==> config.mk <==
export PLATFORM = sky130hd
export DESIGN_NAME = sync_fifo_param
export DESIGN_NICKNAME = d
export VERILOG_FILES = /design/src/rtl/sync_fifo_param.sv
export SDC_FILE = /design/constraint.sdc
export NUM_CORES = 1
export LEC_CHECK = 0
export BUFFER_PORTS_ARGS = -buffer_cell sky130_fd_sc_hd__buf_2
export CAP_MARGIN = 15
export CORE_UTILIZATION = 39
export CTS_CLUSTER_DIAMETER = 150
export CTS_CLUSTER_SIZE = 16
export DETAILED_ROUTE_END_ITERATION = 8
export SLEW_MARGIN = 20
export SYNTH_ARGS = -nofsm -noshare
export SYNTH_HDL_FRONTEND = slang
export SYNTH_SLANG_ARGS = --single-unit
==> constraint.sdc <==
create_clock -name clk -period 6.5 [get_ports clk]
set_input_delay 1.625 -clock clk [delete_from_list [all_inputs] [get_ports clk]]
set_output_delay 1.625 -clock clk [all_outputs]
set_load 0.05 [all_outputs]
==> src/rtl/sync_fifo_param.sv <==
// Single-clock parametrised FIFO with registered flags, occupancy count and programmable thresholds.
// Optional sticky overflow/underflow reporting is enabled by defining SYNC_FIFO_ERR_EN.
module sync_fifo_param #(
   parameter int DATA_WIDTH    = 32,
   parameter int ADDR_WIDTH    = 4,
   parameter int AFULL_THRESH  = 12,
   parameter int AEMPTY_THRESH = 2
) (
   input  logic                  clk,
   input  logic                  reset,
   input  logic                  wr_en,
   input  logic [DATA_WIDTH-1:0] data_in,
   input  logic                  rd_en,
   output logic [DATA_WIDTH-1:0] data_out,
   output logic                  empty,
   output logic                  full,
   output logic                  almost_empty,
   output logic                  almost_full,
   output logic [ADDR_WIDTH:0]   count,
   output logic                  overflow,
   output logic                  underflow
);

   localparam int DEPTH = 1 << ADDR_WIDTH;
   localparam logic [ADDR_WIDTH:0] DEPTH_C  = (ADDR_WIDTH+1)'(DEPTH);
   localparam logic [ADDR_WIDTH:0] AFULL_C  = (ADDR_WIDTH+1)'(AFULL_THRESH);
   localparam logic [ADDR_WIDTH:0] AEMPTY_C = (ADDR_WIDTH+1)'(AEMPTY_THRESH);
   localparam logic [ADDR_WIDTH:0] ONE_C    = (ADDR_WIDTH+1)'(1);
   localparam logic [ADDR_WIDTH-1:0] PTR_ONE = ADDR_WIDTH'(1);

   logic [DATA_WIDTH-1:0] mem [DEPTH];
   logic [ADDR_WIDTH-1:0] wr_ptr;
   logic [ADDR_WIDTH-1:0] rd_ptr;
   logic [ADDR_WIDTH:0]   count_next;
   logic                  wr_acc;
   logic                  rd_acc;

   // Handshake: a write (read) request is accepted on the rising edge where wr_en (rd_en) is
   // high and the registered full (empty) flag is low; refused requests are dropped silently.
   always_comb begin
      wr_acc     = wr_en & ~full;
      rd_acc     = rd_en & ~empty;
      count_next = count;
      case ({wr_acc, rd_acc})
         2'b10:   count_next = count + ONE_C;
         2'b01:   count_next = count - ONE_C;
         default: count_next = count;
      endcase
   end

   // Storage is deliberately not reset; a write coinciding with reset is still ignored.
   always_ff @(posedge clk) begin
      if (!reset && wr_acc) begin
         mem[wr_ptr] <= data_in;
      end
   end

   always_ff @(posedge clk) begin
      if (reset) begin
         wr_ptr       <= '0;
         rd_ptr       <= '0;
         count        <= '0;
         data_out     <= '0;
         empty        <= 1'b1;
         full         <= 1'b0;
         almost_empty <= 1'b1;
         almost_full  <= 1'b0;
      end else begin
         if (wr_acc) begin
            wr_ptr <= wr_ptr + PTR_ONE;
         end
         if (rd_acc) begin
            data_out <= mem[rd_ptr];
            rd_ptr   <= rd_ptr + PTR_ONE;
         end
         count        <= count_next;
         empty        <= (count_next == '0);
         full         <= (count_next == DEPTH_C);
         almost_empty <= (count_next <= AEMPTY_C);
         almost_full  <= (count_next >= AFULL_C);
      end
   end

`ifdef SYNC_FIFO_ERR_EN
   always_ff @(posedge clk) begin
      if (reset) begin
         overflow  <= 1'b0;
         underflow <= 1'b0;
      end else begin
         if (wr_en && full) begin
            overflow <= 1'b1;
         end
         if (rd_en && empty) begin
            underflow <= 1'b1;
         end
      end
   end
`else
   assign overflow  = 1'b0;
   assign underflow = 1'b0;
`endif

endmodule

Word level (Yosys, flattened, before mapping)
Memory sizes are Yosys's and may differ from the RTL's. A register that Yosys moved wholly into a read port is not among the register bits. Index checks and enable logic that the tools add are counted.

Output and inout port bits: 43. Register bits after elaboration: 17. Word-level logic and storage cells: 27. Input port bits: 36. RAM bits: 512. Memories kept: 1.

Memories: mem (words 16, bits a word 32, rd ports 1, clocked after Yosys merged registers in 1, write ports 1, RTL line 31) `logic [DATA_WIDTH-1:0] mem [DEPTH];`.

Add/subtract/negate cells: 4. Eq/ne operators: 3. Bitwise logic cells: 4. Reductions and logical operators: 3. Magnitude comparators: 2. Mux-type cells: 3.

Operators by type and width (number): 5-bit one-hot mux with 2 select lines (1); 4-bit by 1-bit adder with 4-bit output (second input constant) (2); 5-bit by 1-bit adder with 5-bit output (second input constant) (1); 5-bit == test (second input constant) (1); 5-bit by 4-bit greater-or-equal comparator with 1-bit output (second input constant) (1); 5-bit by 2-bit <= comparator with 1-bit output (second input constant) (1); 5-bit zero test (1); 5-bit by 1-bit subtractor with 5-bit output (second input constant) (1); 1-bit bitwise AND (2); 2-bit by 1-bit == test with 1-bit output (second input constant) (1); 2-bit == test (second input constant) (1); 1-bit two-way mux (2); 1-bit NOT (2); 1-bit logical AND (1); 1-bit zero test (1).

Longest topological paths before layout
Depth after elaboration: 5. Mapped depth: 11. Depth with buffers taken out: 11.

Worst setup path after synthesis
Ideal clock, no wire load.

Kind: input-to-reg. Start point: input port wr_en. End point: memory mem[1][0], enable pin. Path buffers: 1. Stages: 6. Setup time: 461 ps. Data arrival time: 4575 ps. Required time: 6039 ps. Slack: 1464 ps. Path through: nor2b_2 -> inv_2 -> buf_2 -> nor2_1 -> nand2_1 -> nor3_1.

Cells in the longest elaborated chain, start to end: 4.

Ends and longest elaborated chain: start: declaration (RTL line 11) `input logic wr_en,`; 1-bit bitwise AND (RTL line 41) `wr_acc = wr_en & ~full;`; 1-bit logical AND (RTL line 53) `if (!reset && wr_acc) begin`; 1-bit two-way mux (RTL line 53); 1-bit two-way mux (implied by the code) (RTL line 54) `mem[wr_ptr] <= data_in;`; end: declaration (RTL line 31).

No other way between the ends.

Worst setup path after layout
Start point: input port rd_en. End point: register almost_empty.

Cells in the longest elaborated chain, start to end: 4. Elaborated cells between the ends (all ways): 5. Classes of those cells: order compare (1); eq/ne (2); mux (1); bitwise (1).

Ends and longest elaborated chain: start: declaration (RTL line 13) `input logic rd_en,`; 1-bit bitwise AND (*) (RTL line 42) `rd_acc = rd_en & ~empty;`; 2-bit by 1-bit == test with 1-bit output or 2-bit == test (tied branches) (RTL line 44) `case ({wr_acc, rd_acc})`; 5-bit one-hot mux with 2 select lines (*) (RTL line 44); 5-bit by 2-bit <= comparator with 1-bit output (*) (RTL line 79) `almost_empty <= (count_next <= AEMPTY_C);`; end signal: assignment (RTL line 79); end: declaration (RTL line 17) `output logic almost_empty,`.

Every way passes the cells marked *; elsewhere a longest branch is shown, timed or not. A chain may end at the register's enable or synchronous reset.

==> results.yml <==
outcome:
  result_of_the_run: "completed"
place:
  gp_routability_congestion: 0.723
  place_hpwl_mm: 26.1
  dp_cells: 1725
  port_buffers: 76
critical_path:
  critical_path_arrival_ns: 4.08
  worst-setup-path-type: "input pin to register"
  setup.reg_to_reg.worst_slack_ns: 3.37
  timing.critical_path.cells: "buf_2 -> nor2b_2 -> nand2_2 -> xnor2_1 -> ha_1 -> a21o_1 -> and3_1 -> nor3_1 -> xor2_1 -> a211oi_1 -> a31o_1"
  crit_path_end: "almost_empty"
  data_required_time_at_the_worst_endpoint_ns: 6.95
  launch_point_of_the_worst_path: "rd_en"
  critical_path.endpoint_type: "register"
  worst_setup_start_kind: "input pin"
  rr_worst_depth: 5
  critical_register_to_register_path_startpoint: "rd_ptr[0]"
  timing.critical_path.slowest_cell_delay_ns: 0.59
  path_max_fanout: 15
  cpMaxStageDelayCell: "nor2b_2"
  worstReg2RegEnd: "data_out[21]"
pwr:
  power_density_relative_to_cell_area_mw_per_mm2: 306
  power.static_leakage_nw: 7.32
  vdd_drop_max_v: 0.000152
yosys:
  sequential_cell_area_fraction_in_the_yosys_report_pct: 76.6
  synthFlopType: "edfxtp_1"
  postSynthCellCount: 983
  synth-edff-count: 512
  async_reset_ff_share_pct: 0
  netlist-cell-type-count: 45
  syn_area_mm2: 0.0214
  yosys_reg_bits: 561
  postSynthAreaPerCell_um2: 21.7
  ys.warnings.count: 0
drt:
  route.vias.total: 9663
  overall_routed_net_length_mm: 45.1
  drcViolationCount: 0
  dr.first_iter.drc_count: 763
  detail_route.first_pass.iterations: 5
  postRouteAntennaNets: 0
  detail_route.wl_per_cell_um: 25.0
  vias_per_cell: 5.36
sta:
  fin_tns_setup_ns: 0
  relSlewSlack_pct: 34.7
  final_period_minus_worst_setup_slack_ns: 3.63
  timing.clock.skew_ns: 0.0113
  worstMarginPinSlew_ns: 0.980
  fmax_mhz: 276
  grt_setup_unrepaired: "false"
  report.final.setup_viol: 0
  final-max-slew-violation-count: 0
  layout_worst_path_cycle_share_pct: 55.8
  final-hold-violation-count: 0
clock_network:
  post-cts-setup-buffer-count: 0
  htree_levels: 2
  cts_buffer_depth: 3
  clk_latency_ns: 0.56
  cts.reportedPaths.clkPinSlew_ns: 0.07
  clock_root_buffer: "clkbuf_16"
  cts.hold.buffers_added: 0
  cts_resized: 0
  cts_num_sinks: 561
  cts_tree: "yes"
  cts_buffers: 41
layout:
  multiInputGateArea_mm2: 0.00468
  final_cells: 1803
  layout_net_count: 1116
  layout_common_cells: "edfxtp_1, mux4_2, buf_2, nand2_1, dfxtp_1"
  synthToLayoutAreaGrowth_pct: 11.8
  most_common_cell_after_layout_fill_and_taps_aside: "edfxtp_1"
  seqCellArea_mm2: 0.0164
  filler_cell_count_in_the_final_layout: 4546
  drive_gt1_share_pct: 29.9
die:
  die_h_um: 236
  floorplan.initialDensity_pct: 39.6
  core-area_mm2: 0.0539
  rows: 85
  ioPinCount: 79
  die_width_um: 236
  dieArea_mm2: 0.0557
global_routing:
  maximum_number_of_pins_on_one_net_before_global_route_repair: 57
  track_usage_pct: 16.5
  first_global_vias: 10086
  number_of_antenna_violations_at_the_first_check_in_global_routing: 3
  grt_first_pass_wirelength_mm: 67.6
  grt_overflow: 0
flow_run:
  max_cap_viol_count: 0
hold_path:
  hold_path_class: "register to register"
==> layout make-up <==
class                      count  area share [%]
antenna                        1          0.0105
clock buffer                  74            5.00
clock inverter                 2           0.105
inverter                      37           0.582
multi-input combinational    333            19.6
sequential                   561            68.6
tap                          696            3.65
timing repair buffer          99            2.45
==> worst max-delay path, delay by kind of cell <==
kind	cells	cell delay, ns
compound gates	3	0.49
xor+xnor	2	0.42
fa+ha+maj	1	0.19
buf+inv	1	0.07
simple gates	4	1.28
==> worst min-delay path by stage <==
stage,start,endpoint,cells after the start
floorplan,wr_ptr[1],wr_ptr[1],2
global placement,data_out[7],data_out[7],2
detailed placement,data_out[26],data_out[26],2
CTS,data_out[12],data_out[12],2
global route,data_out[13],data_out[13],2
finish,data_out[7],data_out[7],2
==> per-stage QoR <==
stage	hold slack [ns]	utilization [%]	power, mW	cell area (µm²)	worst slack (ns)
floorplan	0.481	-	4.72	21400	1.46
global placement	0.434	41.9	4.94	22600	2.33
detailed placement	0.436	41.9	4.95	22600	2.28
CTS	0.448	44.2	7.38	23800	2.86
global route	0.466	44.3	7.56	23900	2.66
finish	0.442	44.3	7.29	23900	2.87
==> synthesized netlist by cell type (2+ instances only) <==
cell / n / area share [%]
nor2_1: 27 / 0.47
clkinv_1: 30 / 0.53
clkbuf_1: 20 / 0.35
nor2b_2: 2 / 0.082
o21ai_1: 32 / 0.75
a21o_1: 3 / 0.11
nand3_1: 2 / 0.047
buf_2: 9 / 0.21
nand4_1: 3 / 0.088
mux4_2: 160 / 17
nand2_1: 45 / 0.79
buf_4: 2 / 0.070
edfxtp_1: 512 / 72
inv_1: 6 / 0.11
buf_6: 11 / 0.58
nor2b_1: 2 / 0.059
xnor2_1: 4 / 0.16
nor3_1: 7 / 0.16
xor2_1: 5 / 0.21
buf_1: 11 / 0.19
mux2i_1: 3 / 0.14
dfxtp_1: 49 / 4.6
a21oi_1: 5 / 0.12
nand2b_1: 4 / 0.12
ha_1: 7 / 0.41
a211oi_1: 3 / 0.11
==> kinds of logic after synthesis <==
family | count (synthesis) | share of synthesized area, %
and+or+nand+nor | 99 | 2.05
DFF | 561 | 76.6
muxes | 163 | 17.0
xor gates and xnor gates | 9 | 0.369
other | 1 | 0.0176
buffers and inverters | 90 | 2.06
adders and majority gates | 7 | 0.410
AOI/OAI and AO/OA | 53 | 1.49
==> per-layer routing <==
layer / share of wire [%] / global-route usage [%]
met5: 0 / 0
met3: 5.2 / 3.12
met1: 43 / 22.8
met2: 49 / 26.7
met4: 2.3 / 4.91
==> registers in the layout, summed over array words and instances (netlist names) <==
name	count
almost_empty	1
almost_full	1
count	5
data_out	32
empty	1
full	1
mem	512
rd_ptr	4
wr_ptr	4
==> where the power goes <==
part           internal, mW  leakage, nW  switching [mW]  total, mW
combinational         0.337         1.73           0.448      0.785
sequential             3.99         5.01          0.0725       4.06
clock                  1.25        0.578            1.19       2.44
total                  5.58         7.32            1.71       7.29
No activity file was read; power rests on OpenSTA's default activity.
